<file path="src/rtl/led_array_driver_pkg.sv">
// Shared definitions for the LED matrix scan driver.
//   scan_state_t : scan FSM states (BLANK between rows, ACTIVE while a row is lit)
//   DEFAULT_N    : default matrix dimension
//   max_int      : elaboration-time helper for sizing the tick counter
package led_array_pkg;

  localparam int DEFAULT_N = 8;

  typedef enum logic {
    BLANK  = 1'b0,
    ACTIVE = 1'b1
  } scan_state_t;

  function automatic int max_int(input int a, input int b);
    return (a > b) ? a : b;
  endfunction

endpackage

</file>
<file path="src/rtl/led_array_driver_if.sv">
// Bundle between the game/display-divider side and the LED matrix driver.
//   ena        : display tick (pulse or held high)
//   load       : one-cycle request to capture cells
//   cells      : N*N game frame, cell (r,c) at bit r*N+c
//   rows       : one-hot active-high row select
//   cols       : active-low column drive
//   frame_done : one-cycle pulse at the end of the last row's dwell
// master drives the inputs of the driver; slave is the driver itself.
interface led_array_driver_if #(
  parameter int N = led_array_pkg::DEFAULT_N
);
  logic           ena;
  logic           load;
  logic [N*N-1:0] cells;
  logic [N-1:0]   rows;
  logic [N-1:0]   cols;
  logic           frame_done;

  modport master (
    output ena, load, cells,
    input  rows, cols, frame_done
  );

  modport slave (
    input  ena, load, cells,
    output rows, cols, frame_done
  );
endinterface

</file>
<file path="src/rtl/led_array_driver.sv">
// Multiplexed N x N LED matrix driver with double-buffered frames.
// A load captures cells into a shadow buffer; the shadow is promoted to the
// display buffer only at the frame boundary, so a frame is never torn.
// Ports:
//   clk : system clock, rising edge
//   rst : asynchronous active-high reset
//   bus : led_array_driver_if.slave (ena, load, cells in; rows, cols, frame_done out)
//
// state  | meaning
// BLANK  | all rows off, columns dark, for BLANK_TICKS ena ticks
// ACTIVE | row r lit with display columns, for DWELL_TICKS ena ticks
module led_array_driver
  import led_array_pkg::*;
#(
  parameter int N           = DEFAULT_N,
  parameter int BLANK_TICKS = 1,
  parameter int DWELL_TICKS = 4
) (
  input logic           clk,
  input logic           rst,
  led_array_driver_if.slave bus
);

  localparam int CW = $clog2(max_int(BLANK_TICKS, DWELL_TICKS) + 1);
  localparam int RW = (N > 1) ? $clog2(N) : 1;
  localparam logic [CW-1:0] BLANK_LAST = CW'(BLANK_TICKS - 1);
  localparam logic [CW-1:0] DWELL_LAST = CW'(DWELL_TICKS - 1);
  localparam logic [RW-1:0] ROW_LAST   = RW'(N - 1);

  scan_state_t    state_q, state_d;
  logic [RW-1:0]  row_q, row_d;
  logic [CW-1:0]  cnt_q, cnt_d;
  logic           boundary;

  logic [N*N-1:0] shadow_q, shadow_d;
  logic [N*N-1:0] display_q, display_d;
  logic           pending_q, pending_d;

  logic [N-1:0]   rows_q, rows_d;
  logic [N-1:0]   cols_q, cols_d;
  logic           frame_done_q;
  logic [N*N-1:0] row_bits;

  always_ff @(posedge clk or posedge rst) begin
    if (rst) begin
      state_q      <= BLANK;
      row_q        <= '0;
      cnt_q        <= '0;
      shadow_q     <= '0;
      display_q    <= '0;
      pending_q    <= 1'b0;
      rows_q       <= '0;
      cols_q       <= '1;
      frame_done_q <= 1'b0;
    end else begin
      state_q      <= state_d;
      row_q        <= row_d;
      cnt_q        <= cnt_d;
      shadow_q     <= shadow_d;
      display_q    <= display_d;
      pending_q    <= pending_d;
      rows_q       <= rows_d;
      cols_q       <= cols_d;
      frame_done_q <= boundary;
    end
  end

  // Scan sequencing; everything holds on cycles without an ena tick.
  always_comb begin
    state_d  = state_q;
    row_d    = row_q;
    cnt_d    = cnt_q;
    boundary = 1'b0;
    if (bus.ena) begin
      case (state_q)
        BLANK: begin
          if (cnt_q == BLANK_LAST) begin
            state_d = ACTIVE;
            cnt_d   = '0;
          end else begin
            cnt_d = cnt_q + 1'b1;
          end
        end
        ACTIVE: begin
          if (cnt_q == DWELL_LAST) begin
            state_d = BLANK;
            cnt_d   = '0;
            if (row_q == ROW_LAST) begin
              row_d    = '0;
              boundary = 1'b1;
            end else begin
              row_d = row_q + 1'b1;
            end
          end else begin
            cnt_d = cnt_q + 1'b1;
          end
        end
        default: state_d = BLANK;
      endcase
    end
  end

  // Frame buffers. A load landing exactly on the boundary bypasses the
  // shadow so it is shown next frame without leaving a stale pending flag.
  always_comb begin
    shadow_d  = bus.load ? bus.cells : shadow_q;
    display_d = display_q;
    pending_d = pending_q | bus.load;
    if (boundary) begin
      if (bus.load) begin
        display_d = bus.cells;
        pending_d = 1'b0;
      end else if (pending_q) begin
        display_d = shadow_q;
        pending_d = 1'b0;
      end
    end
  end

  // Outputs are computed from next-state values so the registered drive
  // changes on the cycle right after the causing ena edge.
  always_comb begin
    rows_d   = '0;
    cols_d   = '1;
    row_bits = '0;
    if (state_d == ACTIVE) begin
      rows_d   = N'(1) << row_d;
      row_bits = display_d >> (int'(row_d) * N);
      cols_d   = ~row_bits[N-1:0];
    end
  end

  assign bus.rows       = rows_q;
  assign bus.cols       = cols_q;
  assign bus.frame_done = frame_done_q;

endmodule

</file>
<file path="src/flat_wrapper.sv">
// flat-port wrapper written by rule: the top's interface ports become plain ports
module led_array_driver_flat import led_array_pkg::*;
#(
  parameter int N           = DEFAULT_N,
  parameter int BLANK_TICKS = 1,
  parameter int DWELL_TICKS = 4
)
  (clk, rst, bus_ena, bus_load, bus_cells, bus_rows, bus_cols, bus_frame_done);
  led_array_driver_if #(.N(N)) bus_i ();
  input logic clk;
  input logic rst;
  input wire logic [$bits(bus_i.ena)-1:0] bus_ena;
  input wire logic [$bits(bus_i.load)-1:0] bus_load;
  input wire logic [$bits(bus_i.cells)-1:0] bus_cells;
  output wire logic [$bits(bus_i.rows)-1:0] bus_rows;
  output wire logic [$bits(bus_i.cols)-1:0] bus_cols;
  output wire logic [$bits(bus_i.frame_done)-1:0] bus_frame_done;
  assign bus_i.ena = bus_ena;
  assign bus_i.load = bus_load;
  assign bus_i.cells = bus_cells;
  assign bus_rows = bus_i.rows;
  assign bus_cols = bus_i.cols;
  assign bus_frame_done = bus_i.frame_done;
  led_array_driver #(.N(N), .BLANK_TICKS(BLANK_TICKS), .DWELL_TICKS(DWELL_TICKS)) u_core (.clk(clk), .rst(rst), .bus(bus_i));
endmodule
</file>
<file path="config.mk">
export PLATFORM = sky130hd
export DESIGN_NAME = led_array_driver_flat
export DESIGN_NICKNAME = d
export VERILOG_FILES = /design/src/rtl/led_array_driver_pkg.sv /design/src/rtl/led_array_driver_if.sv /design/src/rtl/led_array_driver.sv /design/src/flat_wrapper.sv
export SDC_FILE = /design/constraint.sdc
export NUM_CORES = 1
export LEC_CHECK = 0
export CAP_MARGIN = 40
export CORE_MARGIN = 2
export CORE_UTILIZATION = 40
export DETAILED_ROUTE_END_ITERATION = 7
export MAX_ROUTING_LAYER = met4
export PLACE_DENSITY = 0.71
export SLEW_MARGIN = 20
export SYNTH_ARGS = -nofsm -noshare
export SYNTH_HDL_FRONTEND = slang
export SYNTH_SLANG_ARGS = --single-unit
export TNS_END_PERCENT = 10
</file>
<file path="constraint.sdc">
create_clock -name clk -period 4.8 [get_ports clk]
set_input_delay 0.72 -clock clk [delete_from_list [all_inputs] [get_ports clk]]
set_output_delay 0.72 -clock clk [all_outputs]
set_load 0.05 [all_outputs]
</file>
# --- Word-level counts from Yosys, hierarchy flattened ---
# Index checks and enable logic that the tools add are counted.
totals:
  register_bits: 153
  inputBits: 68
  output_inout_bits: 17
  word_cells: 42
op_classes:
  add_sub_neg: 2
  eq_ne: 2
  n_shift: 2
  n_mux: 23
  n_bitwise: 3
  n_reduce_logical: 1
ops:
  columns: ["op", "n"]
  rows:
  - ["$mux W64", 3]
  - ["$shr A64 B6 Y8", 1]
  - ["$mux W3", 6]
  - ["$mux W8", 2]
  - ["$mux W1", 10]
  - ["$not A8 Y8", 1]
  - ["$shl A1 B3 Y8 const A", 1]
  - ["$add A3 B1 Y3 const B", 2]
  - ["$pmux W3 S2", 1]
  - ["$eq A3 B2 Y1 const B", 1]
  - ["$eq A3 B3 Y1 const B", 1]
  - ["$logic_not A3 Y1", 1]
  - ["$pmux W1 S2", 1]
  - ["$not A1 Y1", 1]
  - ["$or A1 B1 Y1", 1]

# --- Logic depth before layout (Yosys ltp) ---
logic_depth:
  ltp_word: 9
  ltp_mapped: 9

# --- Least setup slack after synthesis ---
# Ideal clock, no wire load.
synth_timing:
  path_kind: "input to register"
  startpoint: "input port bus_ena"
  endpoint: "register u_core.cols_q[0], in the netlist u_core.bus.cols[0]"
  t_arrival_ps: 2147
  setup_slack_ps: 2556
  cell_stages: 8
  path_buffers: 3
  cell_sequence: "buf_4 > nand3_2 > nor3_1 > buf_6 > buf_6 > mux2i_1 > o22ai_1 > nor4_1"
synth_between:
  elab_chain_len: 5
synth_rtl:
  columns: ["item", "line", "rtl"]
  rows:
  - ["start, declared", "flat_wrapper.sv:12", "input wire logic [$bits(bus_i.ena)-1:0] bus_ena;"]
  - ["$mux W1", "led_array_driver.sv:74", "if (bus.ena) begin"]
  - ["$mux W64", "led_array_driver.sv:109", "if (boundary) begin"]
  - ["$shr A64 B6 Y8", "led_array_driver.sv:128", "row_bits = display_d >> (int'(row_d) * N);"]
  - ["$not A8 Y8", "led_array_driver.sv:129", "cols_d = ~row_bits[N-1:0];"]
  - ["$mux W8 (*)", "led_array_driver.sv:126", "if (state_d == ACTIVE) begin"]
  - ["net u_core.cols_d[0]", "led_array_driver.sv:40", "logic [N-1:0] cols_q, cols_d;"]
  - ["end signal, assigned", "led_array_driver.sv:63", "cols_q <= cols_d;"]
  - ["end, declared", "led_array_driver.sv:40", null]
# The timed path passes the listed nets; every way through them passes the cells marked *.
# A chain may end at the register's enable or synchronous reset.

# --- Final worst setup path ---
layout_timing:
  startpoint: "input port bus_ena"
  endpoint: "register u_core.cols_q[2], in the netlist u_core.bus.cols[2]"
# Same word-level chain as after synthesis.

==> results.cfg <==
[power_and_ir_drop]
swShare_pct = 24.39
ir_drop_uv = 229.1
p_int_mw = 2.506
power_frac_clock_pct = 42.8
combPwrFrac_pct = 13.8
power_leakage_nw = 3.836
p_seq_share_pct = 43.5
power_switching_uw = 808.5
p_per_area_nw_per_um2 = 423.3

[drt]
dr_total_vias = 3682
wl_um = 13180
drt_pass1_iterations = 6
ant_nets = 0
drt-initial-drc-count = 251
drc = 0
viasPerCell = 4.936
wl_per_cell_um = 17.66

[synth]
synthDistinctLibCells = 27
synth_ff_type = dfrtp_1
synth_area_um2 = 6223
synthCells = 462
synth_edf_count = 0
ys_seq_elements = 153
synth_seq_area_share_pct = 61.68
yosysMostFrequentCell = dfrtp_1
yosysTopAreaCellShare_pct = 58.30
yosys_warnings = 0
syn_nets = 536
yosysTopAreaCell = dfrtp_1
ys_async_sr_fraction_pct = 100.0
netlist_top_cells_count = dfrtp_1 (145), inv_1 (79), mux2_2 (66), mux2i_1 (65), o22ai_1 (33)
syn_avg_cell_area_um2 = 13.47
yosys-top-cells-area = dfrtp_1 (58%), mux2_2 (12%), mux2i_1 (10%)

[global_route]
met2_usage_pct = 26.83
grt_max_degree = 65
antenna_found_initial = 0
grtUsageMet3_pct = 4.865
overflow = 0
grt.total_usage_pct = 17.59
grt_pass1_vias = 3928
grt_util_met1_pct = 23.16
grt.busiest_layer = met2
grt_pass1_wl_um = 21080

[hold_path]
hold_path_class = reg -> reg
min_path_cells = 2
hold_start = u_core.display_q[24]$_DFF_PP0_
min_to = u_core.display_q[24]$_DFF_PP0_

[cells_and_area]
syn_to_final_growth_pct = 25.81
antenna_cells = 0
regArea_um2 = 3839
multi_input_area_um2 = 1907
nFillCells = 1289
finalNetCount = 620
drive_gt1_share_pct = 20.97

[floorplanning]
io_pins = 85
design.core.area_um2 = 15200
die_w_um = 128.7
rows = 45
fp.dieArea_um2 = 16570
die_h_um = 128.7
start_util_pct = 40.94

[worst_setup_path]
reg2reg_slack_ns = 2.20
reg2reg_to = u_core.bus.cols[2]$_DFF_PP1_
worst_r2r_startpoint = u_core.cnt_q[1]$_DFFE_PP0P_
cp.required_ns = 5.11
worstSetupPathType = in -> reg
worstPathMaxFanout = 64
end_kind = flop
reg2reg_depth = 8
worst_setup_path_start_kind = input port
worst_ep_arrival_time_ns = 3.17

[timing]
worst_pin_slew_ns = 0.7618
finalCriticalPeriod_ns = 2.866
clock_skew_ns = 0.006265
hold_viol_final = 0
final_max_slew_viol_count = 0
rsz0062_at_grt = false
setup_viol = 0
tns_ns = 0
fmax_ghz = 0.3489
fin_crit_sh_pct = 59.71
whs_ns = 0.4780
relSlewSlack_pct = 49.21

[outcome]
status = finished clean

[clocking]
cts_made_buffers = 17
cts_setup_buffers = 0
clkLatencyLatePin_ns = 0.42
clock_tree.root_cell = clkbuf_16
cts_sinks = 153
cts_tree = done
cts_buffer_depth = 2
ctsResizeCount = 0
postCtsHoldBufs = 0
htreeDepth = 4
path_clk_slew_ns = 0.06

[placement]
io_buffer_count = 84
routabilityCongestion = 0.8100
hpwlAfterDp_um = 9093

[run]
cap_viol_max_count = 0
[worst max-delay path by stage]
stage / start / to / slack [ns]
floorplan: rst / u_core.bus.frame_done$_DFF_PP0_ / 2.16
global placement: bus_ena / u_core.bus.cols[3]$_DFF_PP1_ / 1.64
detailed placement: bus_ena / u_core.bus.cols[3]$_DFF_PP1_ / 1.55
CTS: bus_ena / u_core.bus.cols[3]$_DFF_PP1_ / 1.98
global route: bus_ena / u_core.bus.cols[3]$_DFF_PP1_ / 1.77
finish: bus_ena / u_core.bus.cols[2]$_DFF_PP1_ / 1.93
[worst max-delay path, cell delays in order]
cell,delay [ns]
clkdlybuf4s50_1,0.64
nand3_2,0.25
nor3_2,0.28
buf_12,0.41
mux2i_1,0.30
o22ai_1,0.17
nor4_1,0.35
[power by group through the flow]
stage	Combinational [mW]	Clock, mW	Sequential (mW)
after global placement	0.437	0	1.46
after detailed placement	0.456	0	1.46
after global routing	0.496	1.50	1.45
after floorplan	0.255	0	1.49
final	0.456	1.42	1.44
after CTS	0.465	1.44	1.44
[layer usage]
metal  routed length [um]  part of all wire [%]  vias to the layer above
li1                     -                     -                     1729
met1                 5886                    45                     1829
met2                 6313                    48                      107
met3                  812                   6.2                       17
met4                  162                   1.2                        0
met5                    0                     0                        -
[stage by stage]
stage / power (mW) / cells / area, um2 / setup slack, ns / util, %
after CTS: 3.349 / 746 / 7830 / 1.975 / 51.51
after detailed placement: 1.920 / 715 / 7192 / 1.555 / 47.31
final: 3.315 / 746 / 7830 / 1.934 / 51.51
after global routing: 3.447 / 746 / 7830 / 1.771 / 51.51
after global placement: 1.893 / 714 / 7172 / 1.636 / 47.18
after floorplan: 1.745 / 462 / 6227 / 2.156 / -
[cells by family (layout without fill, tap and decap cells)]
group / count (synthesis) / count (layout) / synth area share, %
buffers and inverters: 103 / 199 / 7.760
multiplexers: 131 / 131 / 22.40
AND/OR/NAND/NOR: 29 / 29 / 2.835
flip-flops: 153 / 153 / 61.68
adder cells (fa/ha/maj): 6 / 6 / 1.206
AO/OA/AOI/OAI: 40 / 40 / 4.121
[final cells by class]
class                           instances  share of cell area (%)
Sequential cell                       153                   49.03
Clock buffer                           23                   6.360
Tap cell                              188                   3.004
Multi-Input combinational cell        206                   24.35
Inverter                               79                   3.835
Timing Repair Buffer                   89                   11.63
Clock inverter                          8                   1.790
[sequential cells by signal, summed over array words and instances, names as in the netlist]
name                   count
u_core.bus.cols            8
u_core.row_q               3
u_core.bus.rows            8
u_core.display_q          64
u_core.shadow_q           64
u_core.state_q             1
u_core.cnt_q               3
u_core.pending_q           1
u_core.bus.frame_done      1
[placed cells by master, fill, tap and decap left out, drive strengths merged, types with 2 or more instances in the layout]
cell / count
nor4: 8
or3b: 2
clkbuf: 23
o22ai: 33
o211ai: 2
inv: 78
clkdlybuf4s50: 83
nor2: 4
clkinv: 4
nor3: 2
nand2: 5
or3: 2
or4b: 2
o21ai: 2
bufinv: 4
ha: 6
mux2: 66
buf: 6
dfrtp: 145
dfstp: 8
mux2i: 65
No activity file was read; power rests on OpenSTA's default activity.
